### src/rtl/anaio_mux_ctrl_if.sv
// rtl/anaio_mux_ctrl_if.sv - requester/controller bundle for the shared analog pad mux
// master drives the request side; slave is the mux controller.
interface anaio_mux_ctrl_if #(
  parameter int N_REQ = 4
);
  localparam int OW = (N_REQ > 1) ? $clog2(N_REQ) : 1;

  logic             enable;
  logic [N_REQ-1:0] req;
  logic [N_REQ-1:0] gnt;
  logic [N_REQ-1:0] sw_en;
  logic [OW-1:0]    owner;
  logic             busy;
  logic             preempt;

  modport master (
    output enable, req,
    input  gnt, sw_en, owner, busy, preempt
  );

  modport slave (
    input  enable, req,
    output gnt, sw_en, owner, busy, preempt
  );
endinterface

### src/rtl/anaio_mux_ctrl.sv
// rtl/anaio_mux_ctrl.sv - round-robin analog pad mux sequencer with dead time, settle and hold timeout
// One counter is shared by SETTLE, GRANT (hold) and BREAK since only one of them runs at a time.
module anaio_mux_ctrl #(
  parameter int N_REQ      = 4,
  parameter int DEAD_CYC   = 2,
  parameter int SETTLE_CYC = 3,
  parameter int MAX_HOLD   = 16
) (
  input logic              clk,
  input logic              rst_n,
  anaio_mux_ctrl_if.slave  bus
);
  localparam int OW   = (N_REQ > 1) ? $clog2(N_REQ) : 1;
  localparam int CM1  = (SETTLE_CYC > DEAD_CYC) ? SETTLE_CYC : DEAD_CYC;
  localparam int CMAX = (CM1 > MAX_HOLD) ? CM1 : MAX_HOLD;
  localparam int CW   = $clog2(CMAX + 1);

  localparam logic [1:0] S_IDLE   = 2'd0;
  localparam logic [1:0] S_SETTLE = 2'd1;
  localparam logic [1:0] S_GRANT  = 2'd2;
  localparam logic [1:0] S_BREAK  = 2'd3;

  localparam logic [N_REQ-1:0] ONE = {{(N_REQ-1){1'b0}}, 1'b1};

  logic [1:0]       state, state_nx;
  logic [CW-1:0]    cnt, cnt_nx;
  logic [OW-1:0]    own, own_nx;
  logic [OW-1:0]    rr_ptr, rr_nx;
  logic [OW-1:0]    winner;
  logic [N_REQ-1:0] own_mask, own_mask_nx;
  logic             owner_req, others, any_req, start, preempt_nx;

  assign own_mask  = ONE << own;
  assign owner_req = |(bus.req & own_mask);
  assign others    = |(bus.req & ~own_mask);
  assign any_req   = |bus.req;

  // Search starts at rr_ptr so the previous winner is the last one considered.
  always_comb begin
    int   idx;
    logic found;
    winner = rr_ptr;
    found  = 1'b0;
    idx    = 0;
    for (int k = 0; k < N_REQ; k++) begin
      idx = (32'(rr_ptr) + k) % N_REQ;
      if (!found && bus.req[idx]) begin
        winner = OW'(idx);
        found  = 1'b1;
      end
    end
  end

  always_comb begin
    state_nx   = state;
    cnt_nx     = cnt;
    own_nx     = own;
    rr_nx      = rr_ptr;
    preempt_nx = 1'b0;
    start      = 1'b0;
    case (state)
      S_IDLE: begin
        if (bus.enable && any_req) start = 1'b1;
      end
      S_SETTLE: begin
        if (!owner_req || !bus.enable) begin
          state_nx = S_BREAK;
          cnt_nx   = '0;
        end else if (cnt == CW'(SETTLE_CYC - 1)) begin
          state_nx = S_GRANT;
          cnt_nx   = '0;
        end else begin
          cnt_nx = cnt + 1'b1;
        end
      end
      S_GRANT: begin
        // A voluntary release wins over a coincident timeout, so no preempt pulse then.
        if (!owner_req || !bus.enable) begin
          state_nx = S_BREAK;
          cnt_nx   = '0;
        end else if (MAX_HOLD != 0 && others && (32'(cnt) + 1 >= MAX_HOLD)) begin
          state_nx   = S_BREAK;
          cnt_nx     = '0;
          preempt_nx = 1'b1;
        end else if (32'(cnt) < MAX_HOLD) begin
          cnt_nx = cnt + 1'b1;
        end
      end
      S_BREAK: begin
        if (cnt == CW'(DEAD_CYC - 1)) begin
          if (bus.enable && any_req) begin
            start = 1'b1;
          end else begin
            state_nx = S_IDLE;
            cnt_nx   = '0;
          end
        end else begin
          cnt_nx = cnt + 1'b1;
        end
      end
      default: begin
        state_nx = S_IDLE;
        cnt_nx   = '0;
      end
    endcase
    if (start) begin
      state_nx = S_SETTLE;
      cnt_nx   = '0;
      own_nx   = winner;
      rr_nx    = (32'(winner) == N_REQ - 1) ? '0 : winner + 1'b1;
    end
  end

  assign own_mask_nx = ONE << own_nx;

  always_ff @(posedge clk) begin
    if (!rst_n) begin
      state       <= S_IDLE;
      cnt         <= '0;
      own         <= '0;
      rr_ptr      <= '0;
      bus.sw_en   <= '0;
      bus.gnt     <= '0;
      bus.owner   <= '0;
      bus.busy    <= 1'b0;
      bus.preempt <= 1'b0;
    end else begin
      state       <= state_nx;
      cnt         <= cnt_nx;
      own         <= own_nx;
      rr_ptr      <= rr_nx;
      bus.sw_en   <= (state_nx == S_SETTLE || state_nx == S_GRANT) ? own_mask_nx : '0;
      bus.gnt     <= (state_nx == S_GRANT) ? own_mask_nx : '0;
      bus.owner   <= own_nx;
      bus.busy    <= (state_nx != S_IDLE);
      bus.preempt <= preempt_nx;
    end
  end
endmodule
### src/flat_wrapper.sv
// flat-port wrapper written by rule: the top's interface ports become plain ports
module anaio_mux_ctrl_flat 
#(
  parameter int N_REQ      = 4,
  parameter int DEAD_CYC   = 2,
  parameter int SETTLE_CYC = 3,
  parameter int MAX_HOLD   = 16
)
  (clk, rst_n, bus_enable, bus_req, bus_gnt, bus_sw_en, bus_owner, bus_busy, bus_preempt);
  anaio_mux_ctrl_if #(.N_REQ(N_REQ)) bus_i ();
  input logic clk;
  input logic rst_n;
  input wire logic [$bits(bus_i.enable)-1:0] bus_enable;
  input wire logic [$bits(bus_i.req)-1:0] bus_req;
  output wire logic [$bits(bus_i.gnt)-1:0] bus_gnt;
  output wire logic [$bits(bus_i.sw_en)-1:0] bus_sw_en;
  output wire logic [$bits(bus_i.owner)-1:0] bus_owner;
  output wire logic [$bits(bus_i.busy)-1:0] bus_busy;
  output wire logic [$bits(bus_i.preempt)-1:0] bus_preempt;
  assign bus_i.enable = bus_enable;
  assign bus_i.req = bus_req;
  assign bus_gnt = bus_i.gnt;
  assign bus_sw_en = bus_i.sw_en;
  assign bus_owner = bus_i.owner;
  assign bus_busy = bus_i.busy;
  assign bus_preempt = bus_i.preempt;
  anaio_mux_ctrl #(.N_REQ(N_REQ), .DEAD_CYC(DEAD_CYC), .SETTLE_CYC(SETTLE_CYC), .MAX_HOLD(MAX_HOLD)) u_core (.clk(clk), .rst_n(rst_n), .bus(bus_i));
endmodule
### config.mk
export PLATFORM = sky130hd
export DESIGN_NAME = anaio_mux_ctrl_flat
export DESIGN_NICKNAME = d
export VERILOG_FILES = /design/src/rtl/anaio_mux_ctrl_if.sv /design/src/rtl/anaio_mux_ctrl.sv /design/src/flat_wrapper.sv
export SDC_FILE = /design/constraint.sdc
export NUM_CORES = 1
export LEC_CHECK = 0
export CAP_MARGIN = 20
export CORE_ASPECT_RATIO = 0.7
export CORE_MARGIN = 3
export CORE_UTILIZATION = 35
export CTS_BUF_LIST = sky130_fd_sc_hd__clkbuf_8
export DETAILED_ROUTE_END_ITERATION = 8
export GPL_TIMING_DRIVEN = 1
export PLACE_DENSITY = 0.56
export SETUP_SLACK_MARGIN = 0.3
export SYNTH_ARGS = -nofsm -noshare
export SYNTH_HDL_FRONTEND = slang
export SYNTH_SLANG_ARGS = --single-unit
### constraint.sdc
create_clock -name clk -period 4 [get_ports clk]
set_input_delay 0.6 -clock clk [delete_from_list [all_inputs] [get_ports clk]]
set_output_delay 0.6 -clock clk [all_outputs]
set_load 0.1 [all_outputs]
[Word-level counts from Yosys, hierarchy flattened]
Cells that the tools add are included.
Word-level totals
  register bits after elaboration: 21
  bits in latches: 0
  RAM bits: 0
  bits in read-only memories: 0
  bits of input ports: 7
  output and inout bits: 12
  logic and storage cells: 96
  memories kept: 0
Operators by class
  add/subtract/negate cells: 6
  multipliers: 0
  div/mod/pow operators: 0
  magnitude comparators: 6
  equality and inequality tests: 10
  shifts and indexed selects: 2
  muxes and demuxes: 36
  bitwise operators: 5
  reductions and logical operators: 23
Operators by type and width (number)
  two-way mux 5 bit: 7
  greater-or-equal comparator 32 x 5 -> 1 bit, second input constant: 1
  two-way mux 2 bit: 12
  one-hot mux 5 bit (3 select lines): 1
  less-than comparator 2 x 3 -> 1 bit, second input constant: 4
  OR reduction 4 bit: 3
  two-way mux 1 bit: 10
  bitwise AND 4 bit: 2
  binary-select mux 1 bit (select 2 bit): 4
  == test 2 bit, second input constant: 4
  left shift 1 x 2 -> 4 bit, first input constant: 2
  adder 5 x 1 -> 6 bit, second input constant: 1
  one-hot mux 2 bit (3 select lines): 1
  adder 5 x 1 -> 5 bit, second input constant: 1
  == test 5 x 1 -> 1 bit, second input constant: 1
  == test 5 x 2 -> 1 bit, second input constant: 1
  logical AND 1 bit: 5
  logical NOT 1 bit: 5
  less-than comparator 5 bit, second input constant: 1
  adder 2 x 1 -> 2 bit, second input constant: 2
  adder 2 bit, second input constant: 2
  == test 2 x 1 -> 1 bit, second input constant: 2
  != test 4 x 1 -> 1 bit, second input constant: 1
  NOT 4 bit: 1
  other kinds (11): 14

[Depth between registers and ports, before layout]
  depth after elaboration: 14
  gate-level depth with buffers: 10
  mapped depth without buffers: 10

[Worst setup path after synthesis]
No wires, ideal clock.
  kind: flip-flop to flip-flop
  start point: register u_core.bus.owner[1] (netlist name)
  end point: register u_core.bus.sw_en[2]
  setup time: 0.129 ns
  arrival time: 2.561 ns
  data required time: 3.871 ns
  path slack: 1.310 ns
  cell stages (with the launch flop): 11
  path buffers: 1
  clock period less this slack: 2.690 ns
  cell sequence: dfxtp_1 buf_2 mux2i_1 o22ai_2 a21oi_1 o32a_1 o2bb2ai_1 or2_1 ha_1 nand2_1 nor3_2
RTL lines
  end signal, assigned: RTL line anaio_mux_ctrl.sv:132  | bus.sw_en <= (state_nx == S_SETTLE || state_nx == S_GRANT) ? own_mask_nx : '0;
  end, declared: RTL line anaio_mux_ctrl_if.sv:23  | output gnt, sw_en, owner, busy, preempt

[Worst setup path after layout]
  start point: input bus_req[3]
  end point: register u_core.bus.sw_en[0]
Between the ends
  word-level cells in the longest chain between the ends: 14
  elaborated cells on any way between the ends: 45
  those cells by class: 2 x eq/ne; 1 x shift; 25 x mux; 2 x bitwise; 15 x reduce/logical
Ends and longest elaborated chain
  start, declared: RTL line flat_wrapper.sv:14  | input wire logic [$bits(bus_i.req)-1:0] bus_req;
  binary-select mux 1 bit (select 2 bit): RTL line anaio_mux_ctrl.sv:47  | if (!found && bus.req[idx]) begin
  two-way mux 1 bit (not written as such): RTL line anaio_mux_ctrl.sv:47
  two-way mux 1 bit: RTL line anaio_mux_ctrl.sv:47
  logical NOT 1 bit: RTL line anaio_mux_ctrl.sv:47
  logical AND 1 bit: RTL line anaio_mux_ctrl.sv:47
  two-way mux 1 bit: RTL line anaio_mux_ctrl.sv:47
  logical NOT 1 bit: RTL line anaio_mux_ctrl.sv:47
  logical AND 1 bit: RTL line anaio_mux_ctrl.sv:47
  two-way mux 1 bit: RTL line anaio_mux_ctrl.sv:47
  logical NOT 1 bit: RTL line anaio_mux_ctrl.sv:47
  logical AND 1 bit: RTL line anaio_mux_ctrl.sv:47
  two-way mux 2 bit: RTL line anaio_mux_ctrl.sv:47
  two-way mux 2 bit: RTL line anaio_mux_ctrl.sv:106  | if (start) begin
  left shift 1 x 2 -> 4 bit: RTL line anaio_mux_ctrl.sv:114  | assign own_mask_nx = ONE << own_nx;
Several ways; a longest one is shown, not always the timed one. The select of a mux whose other input is x is not followed.
A chain may end at the register's enable or synchronous reset.

==> run_results.csv <==
group,metric,value,unit
run_status,status,"complete, no violations",
clock_tree,clock_sinks,21,
worst_setup_path,cp_cell_sequence,"clkdlybuf4s50_1 > o41ai_4 > a21boi_2 > a2111oi_4 > nor2_1 > nor3_2 > ha_1 > nand2_1 > nor2_1",
sta,max-slew-margin-rel,0.3479,
floorplanning,dieArea,4768,µm²
placement,placed_area,1584,µm²
sta,rsz0062_at_grt,"no",
route,drt_drc_violations_left,0,
worst_setup_path,cp_max_fo,11,
flow_run,cap_viol_max_count,0,
floorplanning,die_width,81.26,µm
route,viasPerCell,5.190,
sta,fin_crit_sh,0.7429,
global_route,grt_pass1_wl,4.905,mm
synthesis,ys_ff_latch,21,
sta,skew,4.332,ps
floorplanning,rows,18,
synthesis,synth_cell_types,56,
placement,dpl.cell_count,207,
synthesis,synth_ff_type,"dfxtp_1",
sta,fin_hold_ws,566.3,ps
global_route,grt_usage,0.1297,
global_route,first_global_vias,1022,
global_route,gr-total-overflow,0,
placement,place.gp.congestion,0.8054,
clock_tree,clkSlewWorstSetupHoldPaths,80,ps
layout,final_layout_size_suffix_gt1_frac,0.1553,
floorplanning,ios,19,
worst_setup_path,cp.arrival,3130,ps
sta,drv_slew,0,
placement,dp_hpwl,2.386,mm
clock_tree,clk_path_buf_depth,2,
synthesis,syn-num-nets,161,
route,firstDrtPassIters,4,
synthesis,yosysSeqAreaShare,0.3030,
min_path,min_path_type,"reg -> reg",
synthesis,yosys-top-cells-area,"dfxtp_1 (30%), ha_1 (9.0%), nor2_1 (4.1%), buf_6 (2.4%), mux2i_1 (2.2%)",
pwr,leakage,0.5646,nW
floorplanning,initial_core_util,0.3780,
layout,final_cell_count_no_fill,211,
layout,layout.nets,179,
worst_setup_path,critPathKind,"in -> reg",
sta,setup_viol,0,
pwr,comb_power_share,0.402,
worst_setup_path,crit_path_top_delay_cell,"clkdlybuf4s50_1",
pwr,power_switching,0.2552,mW
worst_setup_path,r2r_start,"u_core.cnt[0]$_SDFFE_PP0P_",
sta,setup_ws,1029,ps
pwr,ir_worst_vdd,163.6,µV
worst_setup_path,crit_path_start,"bus_req[3]",
synthesis,yosysWarnings,0,
route,drt-initial-drc-count,68,
placement,dpl_worst_slack,785.4,ps
pwr,p_int,0.3804,mW
floorplanning,die_h,58.68,µm
clock_tree,cts_root_buffer,"clkbuf_8",
clock_tree,cts_tree,"done",
worst_setup_path,cp_common_cell,"nor2_1",
layout,syn2layout_area_growth,17.40,%
worst_setup_path,worstPathRequired,4160,ps
synthesis,synth_area,1388,µm²
floorplanning,core_area,3671,µm²
route,wl_per_cell,14.49,µm
worst_setup_path,cp-end-kind,"register",
worst_setup_path,cp_num_buf_inv,1,
layout,final_cell_mix,"dfxtp_1 (21), clkdlybuf4s50_1 (18), nor2_1 (15), ha_1 (10), inv_1 (9)",
synthesis,async_flop_share,0,
layout,post-route-util,0.4438,
pwr,p_per_area,390.2,nW/µm²
pwr,total_power,0.6356,mW
route,vias,1095,
layout,design_area,1629,µm²
sta,tightest_slew,975.1,ps
clock_tree,cts_hold_buffers,0,
pwr,p_clk_frac,0.220,
synthesis,avgSynthCellArea,9.636,µm²
route,antenna_left,0,
min_path,min_from,"u_core.cnt[1]$_SDFFE_PP0P_",
global_route,grt_max_degree,13,
placement,io_buffer_count,18,
synthesis,syn_inst,144,
sta,max_freq,0.3365,GHz
pwr,p_sw_frac,0.4014,
pwr,seq_power_share,0.378,
worst_setup_path,cp-start-kind,"input port",
global_route,grt_antenna_before_repair,0,
worst_setup_path,critPathTopFamily,"compound AO/OA/AOI/OAI gates",
clock_tree,post_cts_buffers,0,
synthesis,synth-edff-count,0,
synthesis,yosysTopAreaCellShare,0.3030,
clock_tree,ctsResizeCount,0,
clock_tree,insertion_delay,260,ps
layout,diodes,0,
sta,post-route-min-period,2971,ps
sta,setup_tns,0,ps
clock_tree,htree_levels,1,
clock_tree,cts_buffers,3,
sta,final-hold-violation-count,0,
layout,final_common_cell,"dfxtp_1",
worst_setup_path,cp_slowest_stage_delay,610,ps
synthesis,synth_top_cell_by_area,"dfxtp_1",
route,wl,3.057,mm
## flip-flops by register name, indices dropped and copies added, names as in the netlist
name                flops
u_core.cnt              5
u_core.bus.gnt          4
u_core.bus.sw_en        4
u_core.bus.owner        2
u_core.rr_ptr           2
u_core.state            2
u_core.bus.busy         1
u_core.bus.preempt      1
## power by group through the flow
stage / combinational (mW) / clock (mW) / sequential (mW)
after floorplan: 0.142 / 0 / 0.304
after global routing: 0.271 / 0.153 / 0.243
final: 0.255 / 0.140 / 0.240
after CTS: 0.255 / 0.144 / 0.240
after detailed placement: 0.254 / 0 / 0.246
after global placement: 0.247 / 0 / 0.244
## cells by family after synthesis
group                    Yosys count  share of synthesized area
flip-flops                        21                     0.3030
adder cells (fa/ha/maj)           10                    0.09017
buffers and inverters             13                    0.05500
multiplexers                       6                    0.05049
XOR/XNOR                           1                   0.006313
AO/OA/AOI/OAI                     35                     0.2353
AND/OR/NAND/NOR                   58                     0.2597
## area by class of cell
cell class                 count  area [µm²]
clock buffer                   3       41.29
clock inverter                 1       3.754
fill                         357        2042
inverter                       8       30.03
multi-input combinational    110       890.9
sequential                    21       420.4
tap                           50       62.56
timing repair buffer          18       180.2
## synth_stat cells, drive strengths merged, types with 3 or more instances
master	n
nand2b	3
mux2i	4
nor3	6
inv	8
o21ai	5
ha	10
nand3	4
buf	4
a21oi	5
or2	3
nor2	17
nand3b	4
dfxtp	21
a31oi	3
nor2b	3
a211oi	3
nand2	8
## worst paths after layout
check                                                 endpoint  slack (ps)  cells after the start
worst max-delay path            u_core.bus.sw_en[0]$_SDFF_PN0_        1030                      9
worst min register to register      u_core.cnt[1]$_SDFFE_PP0P_         570                      2
worst max register to register  u_core.bus.sw_en[0]$_SDFF_PN0_        1540                      7
worst min-delay path                u_core.cnt[1]$_SDFFE_PP0P_         570                      2
## per-layer routing
layer,vias to the layer above,wire (µm),part of all wire,global-route usage
met5,-,0,0,0
met4,0,0,0,0.01446
met3,0,113,0.037,0.01988
met2,24,1344,0.44,0.1965
met1,511,1600,0.52,0.1993
li1,560,-,-,-
## worst register-to-register path, cell delays in order, from the launching register on
cell,delay [ps]
dfxtp_1,450
ha_1,190
nor4b_4,290
a21oi_1,160
nor3_4,480
mux2_2,440
or2_1,260
nor2_1,120
No activity file was read; power rests on OpenSTA's default activity.
==> RTL change 1, RTL diff (config.mk and constraints unchanged) <==
`MAX_HOLD` is set to 16 in 2 places; all go to 32.
--- a/src/rtl/anaio_mux_ctrl.sv
+++ b/src/rtl/anaio_mux_ctrl.sv
@@ -6,3 +6,3 @@
   parameter int SETTLE_CYC = 3,
-  parameter int MAX_HOLD   = 16
+  parameter int MAX_HOLD   = 32
 ) (
--- a/src/flat_wrapper.sv
+++ b/src/flat_wrapper.sv
@@ -6,3 +6,3 @@
   parameter int SETTLE_CYC = 3,
-  parameter int MAX_HOLD   = 16
+  parameter int MAX_HOLD   = 32
 )
Behaviour: no difference found for any inputs over 4 cycles, from zero or initial values and one cycle with rst_n low; that may be too few to reach the edited logic, so the function may still have changed.
==> RTL change 1 against the original RTL <==
- routed wire length up 1.9%
- area after synthesis rose by 3.3%
- worst setup slack got worse by 0.16 ns
- cell area up 3.0%
- critical path depth grew 1
- final cell count is 9.5% higher
- sequential cell count is 1 higher
- count of clock-buffer cells in the layout is the same
- critical path type unchanged
- via count rose by 13%
- power up 22%
==> RTL change 1: results <==
group,metric,value,unit
status,status,"finished clean",
yosys,synth_seq_area_share,30.7,%
critical_path,rr_worst_depth,6,
critical_path,r2r_end,"u_core.bus.gnt[0]",
placement,gp_congestion,0.850,
critical_path,ff2ff_setup_slack,1.36,ns
routing,wl,3120,um
critical_path,arrival,3.29,ns
critical_path,cp_top_family,"simple AND/OR/NAND/NOR gates",
routing,route.met3.wl,189,um
final_layout,reg_top3,"u_core.cnt: 6 flops, u_core.bus.gnt: 4 flops, u_core.bus.sw_en: 4 flops",
yosys,netlist-cell-type-count,48,
yosys,synthesis.nets,186,
routing,routed_via_density,5.35,
routing,wl_met2,1220,um
critical_path,crit_fanout,10,
yosys,synth_common_cells,"dfxtp_1 (22), nor2_1 (18), nand2_1 (16), a21oi_1 (11), ha_1 (10)",
grt,grt_pass1_wl,5160,um
final_layout,final_nets,199,
critical_path,startpoint,"bus_req[3]",
routing,wl_met1,1690,um
routing,drt_iter0_markers,21,
sta,slew_headroom,34.2,%
grt,grtUsageTotal,13.5,%
grt,grt_pass1_vias,1148,
routing,maxUsedRoutingLayer,"met4",
critical_path,r2r-start,"u_core.cnt[2]",
clocking,cts_buffers,3,
placement,dp_hpwl,2340,um
critical_path,worst_path_largest_cell_delay,0.74,ns
grt,grt_max_degree,14,
yosys,synth_area_leaders,"dfxtp_1 (31%), ha_1 (8.7%), nor2_1 (4.7%), nand2_1 (4.2%), a21oi_1 (3.8%)",
sta,skew,0.00675,ns
pwr,vdd_drop_max,0.275,mV
final_layout,drive_gt1_share,7.73,%
==> RTL change 1: cell types whose count changed after synthesis, sizes merged, moves of 3 or more <==
cell / delta
o21ai: -3
nand3: +6
nand2: +8
buf: +3
or4b: +3
nand3b: -3
a21oi: +6
a211oi: -3
==> RTL change 1: stage by stage <==
step                      std cells  hold WS (ns)  setup slack [ns]  cell area, sq um  power (mW)
after floorplan                 169         0.477              1.12              1430       0.518
after global placement          227         0.505             0.662              1610       0.569
after detailed placement        227         0.508             0.573              1610       0.569
after CTS                       231         0.522             0.849              1680       0.784
after global routing            231         0.548             0.642              1680       0.821
final                           231         0.526             0.871              1680       0.775
==> RTL change 1: where the power goes <==
| group | switching [mW] | internal [mW] | leakage (nW) |
|---|---|---|---|
| clock network | 0.0762 | 0.134 | 0.0357 |
| registers | 0.0182 | 0.239 | 0.179 |
| logic | 0.208 | 0.100 | 0.376 |
| total | 0.302 | 0.473 | 0.591 |
==> RTL change 1: logic make-up (layout without fill, tap and decap cells) <==
| family | Yosys count | after routing | synth area share, % |
|---|---|---|---|
| AOI/OAI and AO/OA | 37 | 37 | 19.7 |
| adders and majority gates | 10 | 10 | 8.73 |
| buffers and inverters | 19 | 31 | 7.24 |
| DFF | 22 | 22 | 30.7 |
| muxes | 5 | 5 | 3.84 |
| and+or+nand+nor | 76 | 76 | 29.8 |
==> RTL change 1: layout make-up <==
cell class | instances | area (sq um)
multi-input cells | 128 | 890
inverters | 9 | 33.8
repair buffers | 18 | 180
flip-flops and latches | 22 | 440
well taps | 50 | 62.6
clock buffers | 3 | 41.3
clock inverters | 1 | 30.0
fillers | 367 | 2040
==> RTL change 1: per-layer routing <==
metal	vias up	track usage [%]
met2	23	18.8
li1	631	-
met3	5	3.95
met1	577	20.1
met4	0	3.50
met5	-	0
==> RTL change 2, RTL diff (config.mk and constraints unchanged) <==
Without the edit above. Make the reset (`rst_n`) asynchronous in one clocked block.
--- a/src/rtl/anaio_mux_ctrl.sv
+++ b/src/rtl/anaio_mux_ctrl.sv
@@ -115,3 +115,3 @@
 
-  always_ff @(posedge clk) begin
+  always_ff @(posedge clk or negedge rst_n) begin
     if (!rst_n) begin
Check against the original RTL: differs if rst_n is asserted again (counterexample within 4 cycles, from zero or initial values and one cycle with rst_n low); with rst_n held inactive, the same outputs for 4 cycles.
==> RTL change 2 against the original RTL <==
- worst setup slack better by 0.089 ns
- sequential cell count stayed put
- via count is 4.4% higher
- area after synthesis is 5.9% higher
- routed wire length is 5.9% higher
- cell area is 6.4% higher
- count of clock-buffer cells in the layout stayed put
- global-route usage is 0.70 points higher
- final cell count is 2.8% higher
- highest routed layer unchanged
Power is not compared: it rests on default switching activity, and its combinational part moved more than twofold at a synthesized area within 25%.
==> RTL change 2: results <==
group,metric,value,unit
clocking,cts_resized,0,
critical_path,arrival,3.02,ns
critical_path,worst_path_largest_cell_delay,0.59,ns
final_layout,final_nets,183,
yosys,netlist-cell-type-count,55,
placement,dp_hpwl,2500,um
final_layout,drive_gt1_share,14.5,%
grt,grt_max_degree,22,
yosys,synth_common_cells,"dfrtp_1 (21), nand2_1 (13), inv_1 (11), ha_1 (10), a21oi_1 (6)",
final_layout,stdcell_count,217,
critical_path,rr_worst_depth,7,
placement,place_area,1690,sq um
routing,routed_via_density,5.27,
yosys,synth_seq_area_share,35.8,%
worst_hold_path,hp-class,"reg -> reg",
sta,skew,0.00542,ns
yosys,ys_warn_count,0,
grt,grtUsageTotal,13.7,%
yosys,synthArstFlopShare,100,%
critical_path,crit_fanout,10,
status,status,"finished clean",
grt,grt_pass1_wl,5580,um
routing,wl_per_cell,14.9,um
yosys,synth_area_leaders,"dfrtp_1 (36%), ha_1 (8.5%), mux2i_1 (3.4%), nand2_1 (3.3%), inv_1 (2.8%)",
clocking,h-tree-depth,1,
yosys,syn_avg_cell_area,9.99,sq um
placement,pre_cts_ws,0.829,ns
critical_path,cp_top_family,"simple AND/OR/NAND/NOR gates",
sta,worst_pin_slew,0.977,ns
critical_path,cp_slowest_cell,"clkdlybuf4s50_1",
yosys,synthesis.nets,164,
placement,gp_congestion,0.865,
routing,drt-pass1-iter-count,4,
placement,dp.cells,213,
routing,drt_iter0_markers,81,
grt,grt_pass1_vias,1138,
clocking,insertion_delay,0.26,ns
==> RTL change 2: cell count changes after synthesis, sizes merged, moves of 3 or more <==
cell    delta
a21oi      +4
nand3b     -3
dfxtp     -21
dfrtp     +21
a31oi      -3
nor3b      +4
and3       +3
nor2      -14
inv        +6
nand2      +5
nor3       -4
==> RTL change 2: final timing paths <==
path | startpoint | end | slack, ns
min in group asynchronous | rst_n | u_core.cnt[2] | 0.87
hold reg to reg | u_core.rr_ptr[1] | u_core.rr_ptr[1] | 0.61
max in group asynchronous | rst_n | u_core.state[0] | 2.53
setup reg to reg | u_core.bus.owner[1] | u_core.bus.sw_en[1] | 1.59
setup / recovery | bus_req[3] | u_core.bus.sw_en[3] | 1.12
hold / removal | u_core.rr_ptr[1] | u_core.rr_ptr[1] | 0.61
==> RTL change 2: cells by family after synthesis <==
group | Yosys count | synth area share [%]
muxes | 6 | 4.17
AOI/OAI and AO/OA | 41 | 24.2
DFF | 21 | 35.8
and+or+nand+nor | 49 | 20.8
buffers and inverters | 19 | 5.96
xor gates and xnor gates | 1 | 0.596
adders and majority gates | 10 | 8.52
==> RTL change 2: metal layers <==
layer  part of all wire (%)  global-route usage [%]
met5                      0                       0
met4                      0                    2.75
met3                    3.2                    2.62
met2                     43                    20.9
met1                     54                    20.2
==> RTL change 2: area by class of cell <==
| cell class | count | area [sq um] |
|---|---|---|
| well taps | 52 | 65.1 |
| clock buffers | 3 | 41.3 |
| multi-input cells | 107 | 856 |
| fillers | 380 | 2240 |
| clock inverters | 1 | 5.00 |
| inverters | 14 | 52.6 |
| flip-flops and latches | 21 | 526 |
| repair buffers | 19 | 188 |
==> RTL change 2: power by group <==
part	switching, mW	internal, mW
logic	0.626	0.323
registers	0.0676	0.279
clock network	0.0732	0.0694
total	0.767	0.671
